**src/rtl/clock_set_ctrl.sv**
```systemverilog
// clock_set_ctrl
//   Mode and adjust controller for the BCD digital clock. Freezes the
//   seconds chain while the live time is being set, drives the minute/hour
//   adjust enables in step with the 1 Hz tick, holds and edits the alarm
//   time, detects the alarm match and times the ringing output, and drives
//   digit blanking / display selection for the display path.
//
// Ports
//   CP          in   system clock, rising edge
//   nCR         in   asynchronous active-low reset
//   tick_1hz    in   one-cycle pulse per second, aligned with the count edge
//   key_mode    in   debounced level, rising edge advances mode
//   key_inc     in   debounced level, rising edge / hold increments field
//   key_stop    in   debounced level, silences ringing or toggles arm
//   hour/minute/second in  current 24 h BCD time
//   En          out  seconds-chain count enable
//   AM / AH     out  minute / hour adjust enables
//   alarm_h/m   out  alarm time, BCD
//   alarm_arm   out  alarm armed
//   alarm_on    out  alarm ringing
//   disp_alarm  out  display shows the alarm time
//   blank       out  {hourH,hourL,minH,minL,secH,secL}, 1 blanks the digit
//   mode        out  state code
module clock_set_ctrl #(
  parameter int         RING_SECONDS = 60,
  parameter logic [7:0] AL_H_INIT    = 8'h07,
  parameter logic [7:0] AL_M_INIT    = 8'h00
) (
  input  logic       CP,
  input  logic       nCR,
  input  logic       tick_1hz,
  input  logic       key_mode,
  input  logic       key_inc,
  input  logic       key_stop,
  input  logic [7:0] hour,
  input  logic [7:0] minute,
  input  logic [7:0] second,
  output logic       En,
  output logic       AM,
  output logic       AH,
  output logic [7:0] alarm_h,
  output logic [7:0] alarm_m,
  output logic       alarm_arm,
  output logic       alarm_on,
  output logic       disp_alarm,
  output logic [5:0] blank,
  output logic [2:0] mode
);

  typedef enum logic [2:0] {
    RUN   = 3'd0,
    SET_H = 3'd1,
    SET_M = 3'd2,
    AL_H  = 3'd3,
    AL_M  = 3'd4
  } state_e;

  state_e     state_q, state_d;
  logic       mode_prev_q, mode_prev_d;
  logic       inc_prev_q, inc_prev_d;
  logic       stop_prev_q, stop_prev_d;
  logic       inc_pend_q, inc_pend_d;
  logic       ah_q, ah_d;
  logic       am_q, am_d;
  logic [7:0] alarm_h_q, alarm_h_d;
  logic [7:0] alarm_m_q, alarm_m_d;
  logic       arm_q, arm_d;
  logic       on_q, on_d;
  logic [7:0] ring_cnt_q, ring_cnt_d;
  logic       blink_q, blink_d;

  logic mode_edge, inc_edge, stop_edge;
  logic in_set, in_al, match;

  // BCD increment with wrap from maxv back to 00.
  function automatic logic [7:0] bcd_inc(input logic [7:0] v, input logic [7:0] maxv);
    if (v == maxv)
      return 8'h00;
    if (v[3:0] == 4'd9)
      return {v[7:4] + 4'd1, 4'd0};
    return {v[7:4], v[3:0] + 4'd1};
  endfunction

  // Previous-value registers reset to 1 so a key held through reset
  // release does not register as an edge. A mode edge swallows any
  // simultaneous inc edge.
  assign mode_edge = key_mode & ~mode_prev_q;
  assign inc_edge  = key_inc  & ~inc_prev_q & ~mode_edge;
  assign stop_edge = key_stop & ~stop_prev_q;

  assign in_set = (state_q == SET_H) || (state_q == SET_M);
  assign in_al  = (state_q == AL_H)  || (state_q == AL_M);

  // A stop edge on the match tick suppresses the ring start.
  assign match = tick_1hz && arm_q && !in_set && !on_q && !stop_edge &&
                 (hour == alarm_h_q) && (minute == alarm_m_q) &&
                 (second == 8'h00);

  always_comb begin
    state_d     = state_q;
    mode_prev_d = key_mode;
    inc_prev_d  = key_inc;
    stop_prev_d = key_stop;
    inc_pend_d  = inc_pend_q;
    ah_d        = ah_q;
    am_d        = am_q;
    alarm_h_d   = alarm_h_q;
    alarm_m_d   = alarm_m_q;
    arm_d       = arm_q;
    on_d        = on_q;
    ring_cnt_d  = ring_cnt_q;
    blink_d     = blink_q;

    if (mode_edge) begin
      case (state_q)
        RUN:     state_d = SET_H;
        SET_H:   state_d = SET_M;
        SET_M:   state_d = AL_H;
        AL_H:    state_d = AL_M;
        default: state_d = RUN;
      endcase
    end

    // Adjust enables change only on a tick, so each request covers exactly
    // one count edge; the key level at the tick gives 1 Hz auto-repeat.
    // Leaving the state drops the enable and the pending request at once.
    if (mode_edge) begin
      inc_pend_d = 1'b0;
      ah_d       = 1'b0;
      am_d       = 1'b0;
    end else if (tick_1hz) begin
      inc_pend_d = 1'b0;
      ah_d       = (state_q == SET_H) && (inc_pend_q || key_inc);
      am_d       = (state_q == SET_M) && (inc_pend_q || key_inc);
    end else if (inc_edge && in_set) begin
      inc_pend_d = 1'b1;
    end

    if (inc_edge && state_q == AL_H)
      alarm_h_d = bcd_inc(alarm_h_q, 8'h23);
    if (inc_edge && state_q == AL_M)
      alarm_m_d = bcd_inc(alarm_m_q, 8'h59);

    if (tick_1hz)
      blink_d = ~blink_q;

    if (on_q) begin
      if (stop_edge) begin
        on_d       = 1'b0;
        ring_cnt_d = 8'd0;
      end else if (tick_1hz) begin
        if (ring_cnt_q <= 8'd1) begin
          on_d       = 1'b0;
          ring_cnt_d = 8'd0;
        end else begin
          ring_cnt_d = ring_cnt_q - 8'd1;
        end
      end
    end else begin
      if (stop_edge)
        arm_d = ~arm_q;
      if (match) begin
        on_d       = 1'b1;
        ring_cnt_d = 8'(RING_SECONDS);
      end
    end
  end

  always_ff @(posedge CP or negedge nCR) begin
    if (!nCR) begin
      state_q     <= RUN;
      mode_prev_q <= 1'b1;
      inc_prev_q  <= 1'b1;
      stop_prev_q <= 1'b1;
      inc_pend_q  <= 1'b0;
      ah_q        <= 1'b0;
      am_q        <= 1'b0;
      alarm_h_q   <= AL_H_INIT;
      alarm_m_q   <= AL_M_INIT;
      arm_q       <= 1'b0;
      on_q        <= 1'b0;
      ring_cnt_q  <= 8'd0;
      blink_q     <= 1'b0;
    end else begin
      state_q     <= state_d;
      mode_prev_q <= mode_prev_d;
      inc_prev_q  <= inc_prev_d;
      stop_prev_q <= stop_prev_d;
      inc_pend_q  <= inc_pend_d;
      ah_q        <= ah_d;
      am_q        <= am_d;
      alarm_h_q   <= alarm_h_d;
      alarm_m_q   <= alarm_m_d;
      arm_q       <= arm_d;
      on_q        <= on_d;
      ring_cnt_q  <= ring_cnt_d;
      blink_q     <= blink_d;
    end
  end

  assign En         = !in_set;
  assign AH         = ah_q;
  assign AM         = am_q;
  assign alarm_h    = alarm_h_q;
  assign alarm_m    = alarm_m_q;
  assign alarm_arm  = arm_q;
  assign alarm_on   = on_q;
  assign disp_alarm = in_al;
  assign mode       = state_q;

  always_comb begin
    blank = 6'b000000;
    if (state_q == SET_H || state_q == AL_H)
      blank[5:4] = {blink_q, blink_q};
    if (state_q == SET_M || state_q == AL_M)
      blank[3:2] = {blink_q, blink_q};
  end

endmodule

```
**config.mk**
```make
export PLATFORM = sky130hd
export DESIGN_NAME = clock_set_ctrl
export DESIGN_NICKNAME = d
export VERILOG_FILES = /design/src/rtl/clock_set_ctrl.sv
export SDC_FILE = /design/constraint.sdc
export NUM_CORES = 1
export LEC_CHECK = 0
export CAP_MARGIN = 5
export CELL_PAD_IN_SITES_DETAIL_PLACEMENT = 1
export CELL_PAD_IN_SITES_GLOBAL_PLACEMENT = 2
export CORE_ASPECT_RATIO = 0.5
export CORE_MARGIN = 2
export CORE_UTILIZATION = 37
export CTS_CLUSTER_DIAMETER = 40
export DETAILED_ROUTE_END_ITERATION = 10
export DONT_BUFFER_PORTS = 1
export PLACE_DENSITY_LB_ADDON = 0.1
export SLEW_MARGIN = 20
export SYNTH_ARGS = -nofsm -noshare
export SYNTH_HDL_FRONTEND = slang
export SYNTH_SLANG_ARGS = --single-unit
export TNS_END_PERCENT = 10
```
**constraint.sdc**
```tcl
create_clock -name CP -period 3.05 [get_ports CP]
set_clock_uncertainty 0.1 [all_clocks]
set_input_delay 0.61 -clock CP [delete_from_list [all_inputs] [get_ports CP]]
set_output_delay 0.61 -clock CP [all_outputs]
set_load 0.1 [all_outputs]
```
==> results_dict.tcl <==
set metrics [dict create \
    synth_top_cells_by_area "dfrtp_1 34%, dfstp_2 7.2%, xor2_1 6.0%" \
    violations "design-rule violations" \
    required_ns 3.10 \
    fin_crit_ns 2.49 \
    drive_above_1_share 0.175 \
    rsz0062_at_grt "no" \
    nNetsFinal 308 \
    place_hpwl_um 4510 \
    start_util 0.391 \
    crit_arrival_ns 2.54 \
    ys_ff_latch 36 \
    endpoint_kind "flip-flop" \
    ctsResizeCount 0 \
    vias 1887 \
    place_congestion 0.747 \
    core-area_mm2 0.00561 \
    ant_nets 0 \
    numCtsBuffers 5 \
    num_rows 19 \
    clock_sinks 36 \
    avgSynthCellArea_um2 9.03 \
    finalSetupViolCount 0 \
    avgRoutedWirePerCell_um 17.6 \
    synth-compound-area-share 0.145 \
    clk_pin_slew_ns 0.06 \
    crit_top_cell "o31ai_1" \
    ioPinCount 61 \
    overflow 0 \
    min_period_over_period 0.816 \
    reg2reg_depth 7 \
    total_power_uw 2860 \
    synthDistinctLibCells 43 \
    p_leak_uw 0.00118 \
    slew_violations 0 \
    grt_use_total 0.192 \
    ctsLongestPathBuffers 2 \
    diodes 0 \
    fmax_mhz 402 \
    wirelength_um 6010 \
    crit_type "flip-flop to flip-flop" \
    tightest_slew_ns 0.913 \
    synth_top_family_by_area "simple AND/OR/NAND/NOR gates" \
    fin_hold_ws_ns 0.0605 \
    h-tree-depth 2 \
    die_h_um 58.5 \
    syn_area_mm2 0.00219 \
    fillCellCount 652 \
    synthToLayoutAreaGrowth_pct 20.9 \
    worst_slack_ns 0.561 \
    r2r_setup_slack_ns 0.56 \
    cp_top_family "compound AO/OA/AOI/OAI gates" \
    max_stage_delay_ns 0.63 \
    portBuffers 0 \
    powerDensity_mw_per_mm2 1080 \
    via_per_inst 5.53 \
    peakVddDrop_mv 0.327 \
    crit_path_cell_trace "buf_4, ha_1, nand4bb_1, o31ai_1, nor2b_1, o21ai_0, o31ai_1" \
    ys.flop_type "dfrtp_1" \
    antenna_found_initial 0 \
    synthMuxAreaShare 0.00513 \
    synth-adder-area-share 0.0570 \
    crit_slowest_cell "o31ai_1" \
    synth_warnings 0 \
    ys_seq_area_frac 0.414 \
    post_cts_buffers 0 \
    drtIter0Drc 54 \
    hp-class "primary input to async pin" \
    grt_pass1_vias 1979 \
    finalHoldViolations 0 \
    synth-xor-area-share 0.0878 \
    clock_latency_ns 0.28 \
    die_area_mm2 0.00660 \
    setup_tns_ns 0 \
    reg2reg_from "alarm_h[0]" \
    r2r_end "alarm_h[3]" \
    netlist_instances 243 \
    synth-simple-area-share 0.246 \
    cts_tree "done" \
    crit_fanout 6 \
    synth-edff-count 0 \
    crit_path_start_kind "flip-flop" \
    critPathBufInv 1 \
    synth_top_area_cell "dfrtp_1" \
    drc 2 \
    status "finished with violations" \
    firstDrtPassIters 7 \
    maxCapViolCount 0 \
    synthTopCellsByCount "30 x dfrtp_1, 24 x nor2_1, 21 x nand2_1, 15 x xor2_1, 14 x o21ai_0" \
    synth.most_common_cell "dfrtp_1" \
    yosysTopAreaCellShare 0.342 \
    place_ws_ns 0.535 \
    slew_headroom 0.391 \
    grt_pass1_wl_um 9860 \
    grt_max_degree 31 \
    root_buffer "clkbuf_16" \
    async_flop_share 1.00 \
    die_x_um 113 \
]
[report_power, final]
| group | internal [uW] | total, uW | switching (uW) |
|---|---|---|---|
| combinational | 383 | 1500 | 1120 |
| sequential | 615 | 818 | 202 |
| clock | 343 | 541 | 198 |
[logic make-up after synthesis]
logic type | count (synthesis)
other | 1
adders and majority gates | 10
muxes | 1
and+or+nand+nor | 102
xor gates and xnor gates | 22
buffers and inverters | 21
DFF | 36
AOI/OAI and AO/OA | 50
[worst max-delay path by stage]
| stage | start | endpoint | cells after the start |
|---|---|---|---|
| after detailed placement | hour[5] | ring_cnt_q[4] | 5 |
| after global placement | hour[5] | ring_cnt_q[4] | 5 |
| after global routing | alarm_h[0] | alarm_h[3] | 7 |
| final | alarm_h[0] | alarm_h[3] | 7 |
| after CTS | alarm_h[0] | alarm_h[3] | 7 |
| after floorplan | mode[0] | disp_alarm | 3 |
[per-layer routing]
| metal | wire length [um] | GRT usage |
|---|---|---|
| met5 | 0 | 0 |
| met1 | 2910 | 0.253 |
| met4 | 63 | 0.0470 |
| met3 | 315 | 0.0515 |
| met2 | 2730 | 0.324 |
[state kept, by name (all words and copies together), names as in the netlist, 3 cells and up]
| name | cells |
|---|---|
| alarm_h | 8 |
| mode | 3 |
| alarm_m | 8 |
| ring_cnt_q | 8 |
[placed cells by master (no fill, tap or decap), types with 3 or more instances in the layout]
cell,instances
nor3_1,12
nor2_1,24
nor2b_1,6
inv_1,11
dfrtp_1,30
a21o_1,5
xnor2_1,7
nor4_1,4
nand3_1,4
a31oi_1,5
clkbuf_16,5
or4_1,7
o21ai_0,13
ha_1,10
o31ai_1,3
a21oi_1,12
or3_1,3
dfstp_2,6
xor2_1,15
nand2b_1,5
nand4_1,5
buf_4,24
nand2_1,21
[stage by stage]
| step | utilization | instance area (um2) | std cells |
|---|---|---|---|
| after floorplan | - | 2210 | 244 |
| after global placement | 0.442 | 2480 | 333 |
| after detailed placement | 0.442 | 2480 | 333 |
| after CTS | 0.473 | 2650 | 341 |
| after global routing | 0.473 | 2650 | 341 |
| final | 0.473 | 2650 | 341 |
[repair_timing]
item | in CTS | in global routing
hold endpoints to repair | 30 | 0
hold buffers | 1 | 0
setup endpoints to repair | 0 | 0
[cell type report]
type,count,area (um2),share of cell area
Timing Repair Buffer,27,248,0.0934
Tap cell,73,91.3,0.0344
Multi-Input combinational cell,187,1210,0.457
Sequential cell,36,908,0.342
Clock buffer,7,153,0.0575
Inverter,11,41.3,0.0156
[worst reg2reg max path: stages (launching register included)]
cell	delay, ns
dfstp_2	0.54
buf_4	0.32
ha_1	0.27
nand4bb_1	0.12
o31ai_1	0.63
nor2b_1	0.09
o21ai_0	0.18
o31ai_1	0.11
Note: power is estimated with default switching activity, not from simulation.
